==> config.mk <==
export PLATFORM = sky130hd
export DESIGN_NAME = t_flipflop_bank
export DESIGN_NICKNAME = d
export VERILOG_FILES = /design/src/rtl/t_flipflop_bank.sv
export SDC_FILE = /design/constraint.sdc
export NUM_CORES = 1
export LEC_CHECK = 0
export BUFFER_PORTS_ARGS = -buffer_cell sky130_fd_sc_hd__buf_2
export CAP_MARGIN = 30
export CORE_AREA = 2 2 39 41
export DETAILED_ROUTE_END_ITERATION = 8
export DIE_AREA = 0 0 41 43
export GPL_ROUTABILITY_DRIVEN = 0
export GPL_TIMING_DRIVEN = 0
export PLACE_DENSITY = 0.63
export SYNTH_ARGS = -nofsm -noshare
export SYNTH_HDL_FRONTEND = slang
export SYNTH_HIERARCHICAL = 1
export SYNTH_SLANG_ARGS = --single-unit
==> constraint.sdc <==
create_clock -name clk -period 2 [get_ports clk]
set_input_delay 0.3 -clock clk [delete_from_list [all_inputs] [get_ports clk]]
set_output_delay 0.3 -clock clk [all_outputs]
set_load 0.03 [all_outputs]
==> src/rtl/t_flipflop_bank.sv <==
// WIDTH-bit bank of T cells with toggle, load, up-count and down-count modes.
// Define T_FLIPFLOP_BANK_CHANGED_EN to add the registered 'changed' output.

module t_flipflop_cell (
  input  logic clk,
  input  logic reset,
  input  logic rst_val,
  input  logic tog,
  input  logic ld,
  input  logic d,
  output logic q
);
  always_ff @(posedge clk) begin
    if (reset)   q <= rst_val;
    else if (ld) q <= d;
    else         q <= q ^ tog;
  end
endmodule

module t_flipflop_bank #(
  parameter int          WIDTH       = 4,
  parameter logic [31:0] RESET_VALUE = 32'd0
) (
  input  logic             clk,
  input  logic             reset,
  input  logic             en,
  input  logic [1:0]       mode,
  input  logic [WIDTH-1:0] t,
  input  logic [WIDTH-1:0] d,
  output logic [WIDTH-1:0] q,
  output logic             tc,
`ifdef T_FLIPFLOP_BANK_CHANGED_EN
  output logic             changed,
`endif
  output logic             wrap
);
  localparam logic [WIDTH-1:0] RV = RESET_VALUE[WIDTH-1:0];

  typedef enum logic [1:0] {
    M_TOG  = 2'b00,
    M_LOAD = 2'b01,
    M_UP   = 2'b10,
    M_DOWN = 2'b11
  } mode_e;

  logic [WIDTH-1:0] tog;
  logic             ld;

  // Count modes ripple the toggle enable up through the lower-order bits;
  // t and d are only looked at in their own mode so X elsewhere stays out of q.
  always_comb begin
    tog = '0;
    ld  = 1'b0;
    if (en) begin
      case (mode_e'(mode))
        M_TOG:  tog = t;
        M_LOAD: ld  = 1'b1;
        M_UP: begin
          tog[0] = 1'b1;
          for (int i = 1; i < WIDTH; i++) tog[i] = tog[i-1] & q[i-1];
        end
        M_DOWN: begin
          tog[0] = 1'b1;
          for (int i = 1; i < WIDTH; i++) tog[i] = tog[i-1] & ~q[i-1];
        end
        default: tog = '0;
      endcase
    end
  end

  for (genvar g = 0; g < WIDTH; g++) begin : g_cell
    t_flipflop_cell u_cell (
      .clk     (clk),
      .reset   (reset),
      .rst_val (RV[g]),
      .tog     (tog[g]),
      .ld      (ld),
      .d       (d[g]),
      .q       (q[g])
    );
  end

  always_comb begin
    tc = 1'b0;
    if (mode == M_UP)   tc = &q;
    if (mode == M_DOWN) tc = ~|q;
  end

  // tc is only ever set in count modes, so an enabled step at tc crosses the terminal.
  always_ff @(posedge clk) begin
    if (reset) wrap <= 1'b0;
    else       wrap <= en & tc;
  end

`ifdef T_FLIPFLOP_BANK_CHANGED_EN
  always_ff @(posedge clk) begin
    if (reset) changed <= 1'b0;
    else       changed <= ld ? (d != q) : |tog;
  end
`endif

endmodule

Word level (Yosys, flattened, before mapping)
Index checks and enable logic that the tools add are counted.
{"block": "totals", "out_inout_bits": 6, "elab_cells": 34, "in_bits": 13, "ff_bits": 5}
{"block": "op_classes", "bitwise": 12, "reduce_logical": 4, "n_eq_ne": 3, "n_mux": 10}
{"operator": "$pmux 4 s3", "count": 1}
{"operator": "$mux 1", "count": 8}
{"operator": "$and 1x1->1", "count": 5}
{"operator": "$eq 2x2->1 const B", "count": 2}
{"operator": "$mux 4", "count": 1}
{"operator": "$reduce_and 4->1", "count": 1}
{"operator": "$reduce_or 4->1", "count": 1}
{"operator": "$xor 1x1->1", "count": 4}
{"operator": "$not 1->1", "count": 3}
{"operator": "$eq 2x1->1 const B", "count": 1}
{"operator": "$logic_not 2->1", "count": 1}
{"operator": "$logic_not 1->1", "count": 1}

Depth between registers and ports, before layout
{"block": "depth", "ltp_word": 7, "depth_mapped": 7, "ltp_nobuf": 6}

Cells and area by module
Netlist, hierarchy kept.
{"mod": "t_flipflop_bank", "cells_each": 26, "area_per_inst_um2": 192.7, "instances": 1, "seq_area_each_um2": 20.0}
{"mod": "t_flipflop_cell", "cells_each": 5, "area_per_inst_um2": 47.5, "instances": 4, "seq_area_each_um2": 20.0}

Worst setup path after synthesis
No wires, ideal clock.
{"block": "synth_path", "path_kind": "flip-flop to output port", "startpoint": "register g_cell[0].u_cell.q", "endpoint": "output port tc", "t_arrival_ps": 1385, "path_slack_ps": 315, "t_required_ps": 1700, "stages_incl_launch_ff": 4, "n_path_buf": 0, "path_cell_list": "dfxtp_1 -> or4b_1 -> mux2i_1 -> and2_2"}
{"block": "synth_via", "elab_chain_cells": 3, "elab_cells_between_ends": 5, "cone_classes": "2 x mux; 3 x reduce/logical"}
{"element": "from (decl)", "line_no": "11", "source": "output logic q"}
{"element": "from (signal assigned)", "line_no": "14", "source": "if (reset) q <= rst_val;"}
{"element": "from (signal assigned)", "line_no": "16", "source": "else q <= q ^ tog;"}
{"element": "$reduce_and 4->1 / $reduce_or 4->1 (equally long branches)", "line_no": "85, 86"}
{"element": "$mux 1 / $logic_not 1->1 (equally long branches)", "line_no": "85, 86"}
{"element": "$mux 1 (*)", "line_no": "86", "source": "if (mode == M_DOWN) tc = ~|q;"}
{"element": "to (decl)", "line_no": "31", "source": "output logic tc,"}
Mark *: on every way between the ends. The rest lies on a longest branch, timed or not.

Worst setup path after layout
{"block": "layout_path", "startpoint": "register g_cell[1].u_cell.q", "endpoint": "output port tc"}
{"block": "layout_via", "elab_chain_cells": 3, "elab_cells_between_ends": 5, "cone_classes": "2 x mux; 3 x reduce/logical"}
{"element": "from (decl)", "line_no": "11"}
{"element": "from (signal assigned)", "line_no": "14"}
{"element": "from (signal assigned)", "line_no": "16"}
{"element": "$reduce_and 4->1 / $reduce_or 4->1 (equally long branches)", "line_no": "85, 86"}
{"element": "$mux 1 / $logic_not 1->1 (equally long branches)", "line_no": "85, 86"}
{"element": "$mux 1 (*)", "line_no": "86"}
Marks and branches as above.

==> out/summary.md <==
The flow ran to the end, and the final reports show no timing, DRC or antenna violations. After detailed routing, the average wire length per cell comes to 9.58 um. The maximum fanout encountered on the critical timing path was 6. The share of the synthesized area in the top cell type was 26.1%. Power spread over the standard cell area amounts to 675 nW/um^2.

Max-cap violations in this run came to 0. Setup violations remaining at the end of the flow were counted as 0. The number of placed I/O pins is 19.

The multi-input combinational cells in the finished layout cover a total of 283 um^2. For the total overflow reported by the global router, the log shows 0. Clock skew on the completed layout was measured at 5.33 ps.

The clock transition at the register clock pins on the worst setup and hold paths after CTS was 40 ps. The clock drives 5 sinks. Count of antenna diodes in the layout: 0. The register area is 103 um^2, and the routed wire length is 824 um. Static timing analysis puts the maximum clock frequency at 523 MHz.

In this run the deepest clock path goes through 2 buffers. The ratio of cells with drive above 1 in the final layout was 41.4%; the initial antenna violation count was 0. Setup repair after global routing left no endpoint under its margin. Across the VDD grid, the largest voltage drop is 389 uV. Measured along the x axis, the die boundary spans 41 um. For this block, the initial DRC count from the detailed router was 9. The internal power came out at 0.000239 W.

Of the total power, registers draw 35.9%. The layout has 145 filler cells. Net count reported at finish: 84.

The final-report hold violation count is 0, and the count of input and output buffers is 17. Entering global routing, the biggest net connects 11 pins. The run gives 38.6% as the final design utilization. Relative to the synthesized area, the layout overhead comes to 39.5%. The number of standard-cell rows in the floorplan is 14, and the core box area is 1380 um^2. The worst hold path belongs to the class in2reg.

The analysis attributes to net switching a power of 0.000122 W. Pre-CTS worst setup slack: 290 ps. The analysis attributes to cell leakage a power of 0.258 nW. After detailed routing, the number of vias per cell comes to 4.48. The synthesized netlist cell count is 46, and the global-route wire length before repair is 1.34 mm. The number of global-route vias before repair is 328.

The root buffer cell chosen for the clock tree is sky130_fd_sc_hd__clkbuf_4. The total number of H-tree levels was 1. After legalization and detailed placement, the total HPWL measured 649 um.

The logs give 3 for the CTS buffer count and 22 for the number of distinct library cell variants in the gate-level netlist after synthesis. For this block, the via count after detailed routing is 385. Worst setup path category: reg2out. For the worst-skew pair, the clock arrives at the later sink with an insertion delay of 250 ps.

The run gives 0 as the number of buffers inserted to repair setup after CTS. Global routing used 11.7% of the available tracks. The count of nets left with antenna violations once routing finished came out at 0. By area the synthesized netlist is led by sky130_fd_sc_hd__dfxtp_1 26%, sky130_fd_sc_hd__mux2i_1 13%, sky130_fd_sc_hd__xor2_1 9.2%.

The design draws 0.000361 W. The combinational share of power is 31.1%, and the smallest setup slack after layout is 86.2 ps. The run gives 1700 ps as the endpoint required time on the critical path. The share of total power dissipated in the clock network is 33.0%.

The kind of end point of the critical path is an output port. Number of cells traversed by the worst hold path: 3. The post-synthesis cell type with the largest combined area is sky130_fd_sc_hd__dfxtp_1. Subtracting the final worst setup slack from the clock period gives 1910 ps. Worst reg2reg path depth: 5. After layout, the worst path uses 95.7% of the clock period.

In the layout the commonest cells are 16 x sky130_fd_sc_hd__buf_2, 5 x sky130_fd_sc_hd__mux2i_1, 5 x sky130_fd_sc_hd__nand2_1. The post-synthesis instance area was 383 um^2. The register bit count reported by yosys was 5.

The first detailed-routing pass took 4 iterations. The data arrival time of the critical path was 1610 ps. The area enclosed by the die boundary was 1760 um^2. Averaged over all synthesized cells, the footprint is 8.32 um^2.

The commonest non-fill, non-tap cell in the layout is sky130_fd_sc_hd__buf_2. The count of yosys warnings during synthesis was 6. The run gives 26.1% as the sequential fraction of the synthesis area. The element type at the critical path start was a flop. TritonCTS built the clock tree.

After routing, the total negative slack on setup checks comes to 0 ps. In the routed design, unresolved DRC markers number 0. Of the total power, the share spent switching nets is 33.7%.

For the max-slew violation count, the log shows 0. In this run the vertical extent of the chip is 43 um. The run gives 27.7% as the initial core utilization.
## flip-flops by register name, indices dropped and copies added (netlist names)
name	count
g_cell.u_cell/q	4
wrap	1
## metal layers
metal	global-route usage (%)	routed length, um	up-vias
met3	9.42	70	0
met2	15.3	390	12
met4	2.00	0	0
met1	15.1	363	167
met5	0	0	-
li1	-	-	206
## critical path, cell delays in order (launching register included)
cell and delay, ps:
sky130_fd_sc_hd__dfxtp_2 340, sky130_fd_sc_hd__or4b_4 540, sky130_fd_sc_hd__mux2i_1 160, sky130_fd_sc_hd__and2_2 160
sky130_fd_sc_hd__clkbuf_4 180
## logic make-up (layout without fill, tap and decap cells)
family	Yosys count	in the layout	synth area share [%]
mux	5	5	13.1
compound gates	11	11	16.0
other cells	1	4	0.979
flops	5	5	26.1
buf+inv	2	23	3.92
xor+xnor	5	5	11.4
simple gates	17	17	28.4
## final timing paths
| path | slack, ps | from | endpoint |
|---|---|---|---|
| setup / recovery | 90 | g_cell[1].u_cell/q | tc |
| hold / removal | 330 | d[1] | g_cell[1].u_cell/q |
| setup reg to reg | 450 | g_cell[1].u_cell/q | g_cell[3].u_cell/q |
| hold reg to reg | 680 | g_cell[3].u_cell/q | wrap |
## timing repair
item	in CTS	in global routing
resized for setup	0	4
endpoints found under the setup margin	0	1
hold buffers	0	0
## per-stage QoR
stage          cell area, um^2  hold slack, ps  std cells
3_5_place_dp               499             578         82
6_report                   534             329         86
2_1_floorplan              394             399         49
4_1_cts                    526             317         86
5_1_grt                    534             331         86
3_3_place_gp               499             571         82
## power groups by stage
stage | registers (W) | logic, W | clock network, W
2_1_floorplan | 0.000149 | 0.0000556 | 0
3_3_place_gp | 0.000129 | 0.000109 | 0
3_5_place_dp | 0.000130 | 0.000110 | 0
4_1_cts | 0.000128 | 0.000110 | 0.000126
5_1_grt | 0.000132 | 0.000125 | 0.000133
6_report | 0.000129 | 0.000112 | 0.000119
## cells in the mapped netlist, drive strengths merged
library cell / number
a21boi: 1
a21oi: 2
a31oi: 1
and2: 1
and2b: 3
and4b: 2
buf: 1
clkbuf: 1
conb: 1
dfxtp: 5
mux2i: 5
nand2: 5
nand3: 1
nand4b: 1
nor2: 3
o21a: 1
o21ai: 6
or4b: 1
xnor2: 1
xor2: 4
## area by class of cell
| cell class | count | share of cell area [%] |
|---|---|---|
| repair buffers | 17 | 16.4 |
| flip-flops and latches | 5 | 19.2 |
| clock buffers | 4 | 4.92 |
| well taps | 16 | 3.75 |
| plain buffers | 2 | 2.81 |
| multi-input cells | 42 | 52.9 |
No activity file was read; power rests on OpenSTA's default activity.
